===== src/rtl/start_stop_seq_pkg.sv =====
// rtl/start_stop_seq_pkg.sv - shared types, default constants and wrap helper for start_stop_seq
//   Contents: state_t (IDLE/START/RUN/STOP/DONE, 3-bit), DEF_LEN_W, DEF_MOD, DEF_CNT_W,
//   next_mod(cnt, modulus) -> cnt+1 with wrap from modulus-1 to 0.
package start_stop_seq_pkg;

  typedef enum logic [2:0] {
    ST_IDLE  = 3'd0,
    ST_START = 3'd1,
    ST_RUN   = 3'd2,
    ST_STOP  = 3'd3,
    ST_DONE  = 3'd4
  } state_t;

  localparam int unsigned DEF_LEN_W = 8;
  localparam int unsigned DEF_MOD   = 14;
  localparam int unsigned DEF_CNT_W = 4;

  // Compare against the last legal value before incrementing, so the
  // result never leaves 0..modulus-1.
  function automatic int unsigned next_mod(input int unsigned cnt, input int unsigned modulus);
    return (cnt == modulus - 1) ? 32'd0 : cnt + 32'd1;
  endfunction

endpackage


===== src/rtl/start_stop_seq_mod_cnt_mirror.sv =====
// rtl/start_stop_seq_mod_cnt_mirror.sv - mirror of the downstream mod-N run counter
//   Ports: clk, reset (async, active-high), start / stop (1-cycle pulses),
//   exp_count [CNT_W] (expected downstream count value).
//   Params: MOD (modulus), CNT_W (count width, 2**CNT_W >= MOD).
module mod_cnt_mirror
  import start_stop_seq_pkg::*;
#(
  parameter int unsigned MOD   = DEF_MOD,
  parameter int unsigned CNT_W = DEF_CNT_W
) (
  input  logic             clk,
  input  logic             reset,
  input  logic             start,
  input  logic             stop,
  output logic [CNT_W-1:0] exp_count
);

  logic en_mirror;

  // Behaves exactly like the downstream counter: enabled from the edge that
  // sees start until the edge that sees stop, counting on every enabled edge.
  always_ff @(posedge clk or posedge reset) begin
    if (reset) begin
      en_mirror <= 1'b0;
      exp_count <= '0;
    end else begin
      if (start) begin
        en_mirror <= 1'b1;
      end else if (stop) begin
        en_mirror <= 1'b0;
      end
      if (en_mirror) begin
        exp_count <= CNT_W'(next_mod(32'(exp_count), MOD));
      end
    end
  end

endmodule


===== src/rtl/start_stop_seq.sv =====
// rtl/start_stop_seq.sv - command-driven start/stop pulse initiator for the mod-N run counter
//   Ports: clk, reset (async, active-high), cmd_valid/cmd_ready/cmd_len [LEN_W] (command
//   handshake), start, stop, done (1-cycle pulses), busy, exp_count [CNT_W] (mirror value).
//   Optional (macro SSEQ_ABORT_EN): abort in (early stop request), aborted out (qualifies done).
//   Params: LEN_W, MOD, CNT_W.
module start_stop_seq
  import start_stop_seq_pkg::*;
#(
  parameter int unsigned LEN_W = DEF_LEN_W,
  parameter int unsigned MOD   = DEF_MOD,
  parameter int unsigned CNT_W = DEF_CNT_W
) (
  input  logic             clk,
  input  logic             reset,
  input  logic             cmd_valid,
  output logic             cmd_ready,
  input  logic [LEN_W-1:0] cmd_len,
  output logic             start,
  output logic             stop,
  output logic             busy,
  output logic             done,
  output logic [CNT_W-1:0] exp_count
`ifdef SSEQ_ABORT_EN
  ,
  input  logic             abort,
  output logic             aborted
`endif
);

  state_t           state, state_n;
  logic [LEN_W-1:0] cnt, cnt_n;

  always_ff @(posedge clk or posedge reset) begin
    if (reset) begin
      state <= ST_IDLE;
      cnt   <= '0;
    end else begin
      state <= state_n;
      cnt   <= cnt_n;
    end
  end

  // cnt holds the latched length while in START, then doubles as the RUN
  // down-counter (loaded with L-2 so RUN lasts L-1 cycles).
  always_comb begin
    state_n = state;
    cnt_n   = cnt;
    case (state)
      ST_IDLE: begin
        if (cmd_valid) begin
          if (cmd_len == '0) begin
            state_n = ST_DONE;
          end else begin
            state_n = ST_START;
            cnt_n   = cmd_len;
          end
        end
      end
      ST_START: begin
        if (cnt == LEN_W'(1)) begin
          state_n = ST_STOP;
        end else begin
          state_n = ST_RUN;
          cnt_n   = cnt - LEN_W'(2);
        end
      end
      ST_RUN: begin
        if (cnt == '0) begin
          state_n = ST_STOP;
        end else begin
          cnt_n = cnt - LEN_W'(1);
        end
      end
      ST_STOP: state_n = ST_DONE;
      ST_DONE: state_n = ST_IDLE;
      default: state_n = ST_IDLE;
    endcase
`ifdef SSEQ_ABORT_EN
    if ((state == ST_START || state == ST_RUN) && abort) begin
      state_n = ST_STOP;
    end
`endif
  end

  assign cmd_ready = (state == ST_IDLE);
  assign start     = (state == ST_START);
  assign stop      = (state == ST_STOP);
  assign done      = (state == ST_DONE);
  assign busy      = (state != ST_IDLE);

`ifdef SSEQ_ABORT_EN
  logic abort_seen;

  // Remembers that this run was cut short so aborted can be decoded with done.
  always_ff @(posedge clk or posedge reset) begin
    if (reset) begin
      abort_seen <= 1'b0;
    end else if (state == ST_IDLE) begin
      abort_seen <= 1'b0;
    end else if ((state == ST_START || state == ST_RUN) && abort) begin
      abort_seen <= 1'b1;
    end
  end

  assign aborted = (state == ST_DONE) && abort_seen;
`endif

  mod_cnt_mirror #(
    .MOD   (MOD),
    .CNT_W (CNT_W)
  ) u_mirror (
    .clk       (clk),
    .reset     (reset),
    .start     (start),
    .stop      (stop),
    .exp_count (exp_count)
  );

endmodule


===== config.mk =====
export PLATFORM = sky130hd
export DESIGN_NAME = start_stop_seq
export DESIGN_NICKNAME = d
export VERILOG_FILES = /design/src/rtl/start_stop_seq_pkg.sv /design/src/rtl/start_stop_seq_mod_cnt_mirror.sv /design/src/rtl/start_stop_seq.sv
export SDC_FILE = /design/constraint.sdc
export NUM_CORES = 1
export LEC_CHECK = 0
export CELL_PAD_IN_SITES_DETAIL_PLACEMENT = 0
export CELL_PAD_IN_SITES_GLOBAL_PLACEMENT = 1
export CORE_ASPECT_RATIO = 0.9
export CORE_UTILIZATION = 39
export CTS_CLUSTER_DIAMETER = 40
export CTS_CLUSTER_SIZE = 30
export DETAILED_ROUTE_END_ITERATION = 8
export PLACE_DENSITY_LB_ADDON = 0.2
export SLEW_MARGIN = 20
export SYNTH_ARGS = -nofsm -noshare
export SYNTH_HDL_FRONTEND = slang
export SYNTH_SLANG_ARGS = --single-unit

===== constraint.sdc =====
create_clock -name clk -period 1.93 [get_ports clk]
set_input_delay 0.386 -clock clk [delete_from_list [all_inputs] [get_ports clk]]
set_output_delay 0.386 -clock clk [all_outputs]
set_load 0.05 [all_outputs]

**Word level (Yosys, flattened, before mapping)**

Cells that the tools add are included.

- Register bits: 16
- Input port bits: 11
- Output and inout bits: 9
- Logic and storage cells: 39

- Add/sub/neg operators: 3
- Eq/ne operators: 11
- Muxes and demuxes: 13
- Reduce and logical (&&, ||, !) cells: 8

Operator list:

| cell | count |
|---|---|
| 2-to-1 mux 8 bit | 4 |
| one-hot mux 8 bit (3 select lines) | 1 |
| logical NOT 8 bit | 2 |
| one-hot mux 3 bit (4 select lines) | 1 |
| != test 2 bit (second input constant) | 5 |
| 2-to-1 mux 3 bit | 3 |
| equality test 8 x 1 -> 1 bit (second input constant) | 1 |
| subtractor 8 x 1 -> 8 bit (second input constant) | 1 |
| subtractor 8 x 2 -> 8 bit (second input constant) | 1 |
| equality test 3 x 2 -> 1 bit (second input constant) | 2 |
| nonzero test 3 bit | 2 |
| AND reduction 5 bit | 1 |
| adder 4 x 1 -> 4 bit (second input constant) | 1 |
| equality test 4 bit (second input constant) | 1 |
| 2-to-1 mux 4 bit | 1 |
| equality test 3 x 1 -> 1 bit (second input constant) | 1 |
| equality test 3 bit (second input constant) | 1 |
| logical NOT 3 bit | 1 |
| 2-to-1 mux 1 bit | 3 |
| AND reduction 2 bit | 1 |
| nonzero test 2 bit | 1 |

**Depth between registers and ports, before layout**

Gate-level depths: netlist of run 1.

- Depth after elaboration: 4
- Depth in mapped cells: 7
- Depth with buffers taken out: 7

**Hierarchy**

Synthesis of run 1 repeated with hierarchy kept, for this count alone.

- Cells, all modules: 132
- Area total of the unflattened synthesis: 1,192.4 um^2

Modules (own cells, without submodules):

| module | instances | cells an instance | area an instance (um^2) | sequential area each (um^2) |
|---|---|---|---|---|
| start_stop_seq | 1 | 112 | 977.2 | 275.3 |
| mod_cnt_mirror | 1 | 20 | 215.2 | 125.1 |

**Least setup slack after synthesis of run 1**

Ideal clock, no wire load.

- Path kind: register to register
- From: register state[1]
- To: register cnt[6]
- Library setup time: 0.129 ns
- Arrival time: 1.979 ns
- Path slack: -0.177 ns
- Cell stages (with the launch flop): 6
- Cells stage by stage: dfrtp_1 > nor3b_2 > nand4_1 > o2111a_2 > a21oi_1 > a21oi_1

- Word-level cells in the longest chain between the ends: 3
- Elaborated cells on any way between the ends: 10

Ends and longest elaborated chain:

| what | RTL line | source |
|---|---|---|
| from (decl) | start_stop_seq.sv:30 | `state_t state, state_n;` |
| from (signal assigned) | start_stop_seq.sv:38 | `state <= state_n;` |
| equality test 3 x 1 -> 1 bit * | - |  |
| via start | start_stop_seq.sv:18 | `output logic start,` |
| != test 2 bit (no source line) / nonzero test 3 bit (equally long branches) | - |  |
| AND reduction 5 bit (no source line) | - |  |
| to (signal assigned) | start_stop_seq.sv:39 | `cnt <= cnt_n;` |
| to (decl) | start_stop_seq.sv:31 | `logic [LEN_W-1:0] cnt, cnt_n;` |

The timed path passes the listed nets; every way through them passes the cells marked *.
A chain may end at the register's enable or synchronous reset.

**Worst setup path in the final report of run 1**

- From: register cnt[2]
- To: register cnt[6]

- Word-level cells in the longest chain between the ends: 3
- Elaborated cells on any way between the ends: 10

Ends and longest elaborated chain:

| what | RTL line | source |
|---|---|---|
| subtractor 8 x 1 -> 8 bit, or another cell as far along | start_stop_seq.sv:71 | `cnt_n = cnt - LEN_W'(1);` |
| 2-to-1 mux 8 bit, or another cell as far along | start_stop_seq.sv:68 | `if (cnt == '0) begin` |
| one-hot mux 8 bit (3 select lines) / AND reduction 5 bit (equally long branches) | - |  |

Parallel ways exist; a longest one is shown, timed or not. The select of a mux whose other input is x is not followed.

==> metrics, run 1 <==
share of flip-flops with an asynchronous set or reset after synthesis 100%; path class of the lowest-slack min-delay path in -> async; setup slack at placement -309 ps; total routed wirelength 3230 um; HPWL after DPL 2470 um; Die Y-Extent 53.7 um; number of distinct library cell variants in the gate-level netlist after synthesis 45; Leak 0.752 nW; Arr. time, crit path 2090 ps; clock sink total 16; Overall Global Routing Usage 22.9%; clock tree skew after final layout 1.14 ps; setup TNS 0 ps; share of Yosys cell area claimed by the top area cell type 34.5%; number of iterations in the first detailed-routing pass 4; most common cell in the netlist sky130_fd_sc_hd__dfrtp_1; setup repair after global routing missed its margin no; initial drt markers 80; Slowest cell on crit path sky130_fd_sc_hd__nor4_1; storage element area 404 um^2; highest clock rate 0.525 GHz; Worst-Skew Late Latency 300 ps; kind of capture point of the worst setup path flop; count of state elements after synthesis 16; top cells by area in the synthesized netlist sky130_fd_sc_hd__dfrtp_1 35%, sky130_fd_sc_hd__ha_1 5.4%, sky130_fd_sc_hd__o21ai_1 4.3%; list of most frequent post-synthesis cells 16 x sky130_fd_sc_hd__dfrtp_1, 12 x sky130_fd_sc_hd__nor2_1, 10 x sky130_fd_sc_hd__nand2_1, 10 x sky130_fd_sc_hd__o21ai_1, 9 x sky130_fd_sc_hd__inv_1; share of layout cells above drive strength 1 25.0%; kind of cell with the highest combined delay on the critical path simple AND/OR/NAND/NOR gates; peak fanout along the critical path 5; Reg-to-Reg End cnt[6]$_DFFE_PP0P_; number of diodes 0; number of filler instances in the final layout 263; final weighted congestion in routability-driven placement 0.926; number of hold violations in the final report 0; number of max-cap violations 0; I/O pin cnt 20; class of the most critical setup path reg -> reg; Clock transition at path regs 100 ps; transition time at the pin with the least slew margin 503 ps; cell with the most instances on the worst path sky130_fd_sc_hd__a21oi_1; horizontal die dimension 59.5 um; number of global-route vias before repair 1,128; post-DR vias/cell 5.87; Power per Cell Area 1930 mW/mm^2; post-DR wirelength/cell 15.5 um; gate count of the mapped netlist 135; number of I/O port buffers 19; start of the worst register-to-register path cnt[2]$_DFFE_PP0P_; peak ir drop on the vdd network 0.895 mV; depth of the worst register-to-register path 5; DRC 0; combined area of all synthesized cells 0.00116 mm^2; maximum number of pins on one net before global-route repair 17; most common flop cell mapped by yosys sky130_fd_sc_hd__dfrtp_1; total count of max-transition violations in the final report 0; total number of H-tree levels 1; sequential-to-total area share from yosys stat 34.5%; result of the run completed; clock period minus worst slack 1900 ps; required time of the worst setup path 2110 ps; Worst Path Buf+Inv 0; CTS Buf Count 3; cell taking the most area after synthesis sky130_fd_sc_hd__dfrtp_1; area delta synth->final 38.1%; post-route antenna net violation count 0; buffer depth of the longest clock path 2; antenna violations before repair 0; standard-cell row count 18; sum of overflow across all layers after global routing 0; count of vias placed by the detailed router 1,220; clock tree from TritonCTS built; Worst slew margin 66.4%; EDFF count, synth 0; post-route clock period utilization 98.7%; Die ar. 0.00320 mm^2; mean area per synthesized cell 8.59 um^2; cell at the root of the clock tree sky130_fd_sc_hd__clkbuf_4; list of cells traversed by the critical path nor4_1, nand4_1, o2111a_2, a21oi_1, a21oi_1; worst setup margin 25.4 ps; endpoints failing setup 0; Synthesis Warnings 0; crit path launch type flop; total area of multi-input combinational cells 712 um^2; core footprint 0.00279 mm^2; final-stage net count 185; starting density of the core 41.5%; number of hold-repair buffers added at the cts stage 0; highest cell delay on the worst timing path 470 ps; net count after synthesis 151; global-route wire length before repair 5250 um; slack of the worst reg-to-reg path 30 ps
-- cell usage in the layout, fill, tap and decap left out, types with 2 or more instances in the layout --
cell type                          n
sky130_fd_sc_hd__buf_4            16
sky130_fd_sc_hd__dfrtp_1          13
sky130_fd_sc_hd__nor2_1           10
sky130_fd_sc_hd__o21ai_1          10
sky130_fd_sc_hd__nand2_1           9
sky130_fd_sc_hd__inv_1             8
sky130_fd_sc_hd__dlymetal6s2s_1    8
sky130_fd_sc_hd__o21ai_0           7
sky130_fd_sc_hd__a21oi_1           7
sky130_fd_sc_hd__a21o_1            5
sky130_fd_sc_hd__ha_1              5
sky130_fd_sc_hd__nand2b_1          4
sky130_fd_sc_hd__nand3_1           4
sky130_fd_sc_hd__clkdlybuf4s50_1   4
sky130_fd_sc_hd__buf_12            4
sky130_fd_sc_hd__nor3_1            3
sky130_fd_sc_hd__a22oi_1           3
sky130_fd_sc_hd__clkbuf_4          3
sky130_fd_sc_hd__dfrtp_2           3
sky130_fd_sc_hd__or4_4             2
sky130_fd_sc_hd__nor4_1            2
sky130_fd_sc_hd__a221oi_1          2
sky130_fd_sc_hd__o22ai_1           2
sky130_fd_sc_hd__and3_1            2
sky130_fd_sc_hd__nor3b_1           2
-- sequential cells by signal (all words and copies together) (netlist names) --
name,flops
cnt,8
u_mirror.exp_count,4
state,3
u_mirror.en_mirror,1
-- layout make-up --
cell class | instances | area share (%)
tap | 40 | 3.12
clock buffer | 4 | 2.27
inverter | 11 | 2.97
multi-input combinational | 104 | 44.5
timing repair buffer | 33 | 22.0
sequential | 16 | 25.2
-- worst max-delay path by stage --
stage          slack [ps]  cells after the start                         startpoint                 end
2_1_floorplan          -2                      4               state[1]$_DFFE_PP0P_                done
3_5_place_dp         -310                      6                         cmd_len[2]  cnt[6]$_DFFE_PP0P_
3_3_place_gp         -280                      6                         cmd_len[2]  cnt[6]$_DFFE_PP0P_
5_1_grt                 3                      6                         cmd_len[0]  cnt[4]$_DFFE_PP0P_
6_report               30                      5                 cnt[2]$_DFFE_PP0P_  cnt[6]$_DFFE_PP0P_
4_1_cts                10                      1  u_mirror.exp_count[3]$_DFFE_PP0P_        exp_count[3]
-- what timing repair did --
item | CTS | global route
endpoints found under the setup margin | 3 | 9
gates cloned | 0 | 0
gates resized for setup | 2 | 16
endpoints found under the hold margin | 0 | 0
buffers inserted | 0 | 2
pin swaps | 0 | 4
-- worst register-to-register path, delay by kind of cell, from the launching register on --
| family | cells | cell delay (ps) |
|---|---|---|
| simple gates | 2 | 820 |
| compound gates | 3 | 520 |
| flops | 1 | 450 |
-- metal layers --
layer | global-route usage [%] | vias to the layer above | part of all wire [%]
li1 | - | 572 | -
met1 | 28.3 | 572 | 43
met2 | 37.1 | 62 | 45
met3 | 5.29 | 14 | 7.5
met4 | 12.3 | 0 | 5.1
met5 | 0 | - | 0
-- stage by stage --
stage	cells	hold WS [ps]	total power, W	area, um^2	util, %
floorplan	135	300	0.00210	1170	-
global placement	202	495	0.00270	1510	53.9
detailed placement	202	504	0.00273	1510	53.9
CTS	206	380	0.00298	1550	55.4
global route	208	412	0.00333	1600	57.3
finish	208	379	0.00308	1600	57.3
-- kinds of logic after synthesis --
family	share of synthesized area [%]
flip-flops	34.5
AO/OA/AOI/OAI	32.0
XOR/XNOR	0.755
AND/OR/NAND/NOR	20.9
adder cells (fa/ha/maj)	5.39
buffers and inverters	6.36
-- power breakdown --
part / internal, W / switching [W] / leakage, nW / total (W)
Sequential: 0.000512 / 0.000252 / 0.191 / 0.000764
Clock: 0.000115 / 0.000118 / 0.0210 / 0.000233
Combinational: 0.000883 / 0.00120 / 0.541 / 0.00209
No activity file was read; power rests on OpenSTA's default activity.
==> run 2, diff against run 1 <==
--- a/config.mk
+++ b/config.mk
@@ -13,6 +13,7 @@
 export CTS_CLUSTER_SIZE = 30
 export DETAILED_ROUTE_END_ITERATION = 8
 export PLACE_DENSITY_LB_ADDON = 0.2
+export REMOVE_ABC_BUFFERS = 1
 export SLEW_MARGIN = 20
 export SYNTH_ARGS = -nofsm -noshare
 export SYNTH_HDL_FRONTEND = slang
==> metrics, run 2 (same netlist as run 1, synthesis figures left out) <==
result of the run completed; kind of cell with the highest combined delay on the critical path simple AND/OR/NAND/NOR gates; final design area excluding fillers 0.00159 mm^2 (-0.94%); post-DR vias/cell 5.67 (-3.4%); number of instances in the placed design 204 (+0.99%); non-filler instance count after layout 209 (+0.48%); sum of overflow across all layers after global routing 0 (unchanged); slack of the worst reg-to-reg path 90 ps (+60 ps); clock period minus worst slack 1910 ps (+2.97 ps); post-DR wirelength/cell 15.1 um (-2.7%); path class of the lowest-slack min-delay path in -> async; number of global-route vias before repair 1,125 (-0.27%); number of iterations in the first detailed-routing pass 4 (unchanged); flip-flop count of the largest register after layout 8 (unchanged); maximum number of pins on one net before global-route repair 17 (unchanged); highest clock rate 0.524 GHz (-0.16%); Worst slew margin 66.5% (+0.068 points); post-route clock period utilization 98.8% (+0.15 points); Slowest cell on crit path sky130_fd_sc_hd__or4_4; kind of capture point of the worst setup path flop; peak fanout along the critical path 5 (unchanged); endpoints failing setup 0 (unchanged); list of cells traversed by the critical path clkdlybuf4s50_1, or4_4, o21a_4, o2111a_2, nand3_1, o2bb2ai_1; Final Util 56.8% (-0.54 points); total cell area at the placement stage 0.00151 mm^2 (unchanged); cell at the root of the clock tree sky130_fd_sc_hd__clkbuf_4; core footprint 0.00279 mm^2 (unchanged); number of diodes 0 (unchanged); DRC 0 (unchanged); Worst Hold Slack 381 ps (+1.21 ps); leading registers by flop count cnt: 8 flops, u_mirror.exp_count: 4 flops, state: 3 flops; crit path launch type input port; I/O pin cnt 20 (unchanged); peak ir drop on the vdd network 0.779 mV (-13%); initial drt markers 53 (-34%); final-stage net count 186 (+0.54%); count of vias placed by the detailed router 1,184 (-3.0%); HPWL after DPL 2450 um (-1.1%); Power per Cell Area 1890 mW/mm^2 (-1.8%); horizontal die dimension 59.5 um (unchanged); global-route wire length before repair 5130 um (-2.4%); setup repair after global routing missed its margin yes; required time of the worst setup path 2150 ps (+40 ps); register bank with the most flops cnt; transition time at the pin with the least slew margin 502 ps (-1.01 ps); number of I/O port buffers 19 (unchanged); post-route antenna net violation count 0 (unchanged); area delta synth->final 36.8%; Leak 0.716 nW (-4.8%); standard-cell row count 18 (unchanged); number of hold violations in the final report 0 (unchanged); number of filler instances in the final layout 276 (+4.9%); antenna violations before repair 0 (unchanged); Clock transition at path regs 100 ps (about the same); total number of H-tree levels 1 (unchanged); total routed wirelength 3160 um (-2.2%); final weighted congestion in routability-driven placement 0.825 (-11%); share of layout cells above drive strength 1 24.3% (-0.74 points); CTS Buf Count 3 (unchanged); clock sink total 16 (unchanged); number of max-cap violations 0 (unchanged); Worst-Skew Late Latency 290 ps (about the same); most common library cell in the layout ignoring fill and taps sky130_fd_sc_hd__buf_4; buffer depth of the longest clock path 2 (unchanged); starting density of the core 41.5% (unchanged); total count of max-transition violations in the final report 0 (unchanged); commonest cells after routing, fill and taps aside 18 x sky130_fd_sc_hd__buf_4, 16 x sky130_fd_sc_hd__dfrtp_1, 10 x sky130_fd_sc_hd__nor2_1, 10 x sky130_fd_sc_hd__nand2_1, 10 x sky130_fd_sc_hd__o21ai_1; clock tree from TritonCTS built; number of hold-repair buffers added at the cts stage 0 (unchanged); Arr. time, crit path 2130 ps (+40 ps); Die ar. 0.00320 mm^2 (unchanged); Die Y-Extent 53.7 um (unchanged); clock tree skew after final layout 5.97 ps (+4.84 ps); Worst Path Buf+Inv 1 (+1); highest cell delay on the worst timing path 570 ps (+100 ps); class of the most critical setup path in -> reg; Overall Global Routing Usage 21.6% (-1.3 points); count of buffers added by post-CTS timing repair for setup 0 (unchanged)
## run 2: metrics by stage
stage          worst slack (ps)  setup TNS [ps]  total power, W
2_1_floorplan              -277           -1660         0.00200
3_3_place_gp               -273           -1910         0.00266
3_5_place_dp               -334           -2300         0.00269
4_1_cts                   0.733               0         0.00294
5_1_grt                   -7.16           -12.4         0.00324
6_report                   22.4               0         0.00300
## run 2: final timing paths
check                           depth (start not counted)                from              endpoint
worst min-delay path                                    3               reset    cnt[3]$_DFFE_PP0P_
worst max-delay path                                    6          cmd_len[4]    cnt[5]$_DFFE_PP0P_
worst min register to register                          1  cnt[0]$_DFFE_PP0P_    cnt[0]$_DFFE_PP0P_
max in group asynchronous                               3               reset  state[2]$_DFFE_PP0P_
worst max register to register                          5  cnt[5]$_DFFE_PP0P_    cnt[5]$_DFFE_PP0P_
min in group clk                                        3          cmd_len[7]    cnt[7]$_DFFE_PP0P_
## run 2: tightest hold or removal path: stages
cell	delay (ps)
sky130_fd_sc_hd__clkdlybuf4s50_1	390
sky130_fd_sc_hd__inv_1	50
sky130_fd_sc_hd__buf_4	230
## run 2: power breakdown
group / switching (W) / internal [W]
Clock: 0.000115 / 0.000115
Combinational: 0.00119 / 0.000836
Sequential: 0.000235 / 0.000506
## run 2: cell type report
cell class	count	area (um^2)	share of cell area [%]
multi-input combinational	105	723	45.6
inverter	11	43.8	2.76
tap	40	50.0	3.15
timing repair buffer	33	333	21.0
clock buffer	4	36.3	2.29
sequential	16	400	25.2
## run 2: metal layers
metal / global-route usage (%) / up-vias / share of wire [%]
li1: - / 580 / -
met1: 26.9 / 567 / 45
met2: 39.0 / 35 / 49
met3: 4.33 / 2 / 5.2
met4: 3.97 / 0 / 0.32
met5: 0 / - / 0
## run 2: what timing repair did
item / in CTS / in global routing
pin swaps: 3 / 3
resized for setup: 2 / 6
setup endpoints to repair: 2 / 10
gates cloned: 0 / 1
==> run 3, diff against run 2 <==
--- a/config.mk
+++ b/config.mk
@@ -5,6 +5,7 @@
 export SDC_FILE = /design/constraint.sdc
 export NUM_CORES = 1
 export LEC_CHECK = 0
+export CAP_MARGIN = 40
 export CELL_PAD_IN_SITES_DETAIL_PLACEMENT = 0
 export CELL_PAD_IN_SITES_GLOBAL_PLACEMENT = 1
 export CORE_ASPECT_RATIO = 0.9
@@ -12,6 +13,7 @@
 export CTS_CLUSTER_DIAMETER = 40
 export CTS_CLUSTER_SIZE = 30
 export DETAILED_ROUTE_END_ITERATION = 8
+export GPL_ROUTABILITY_DRIVEN = 0
 export PLACE_DENSITY_LB_ADDON = 0.2
 export REMOVE_ABC_BUFFERS = 1
 export SLEW_MARGIN = 20
==> results of run 3 <==
Final layout, timing and power as in run 2 (identical DEF).
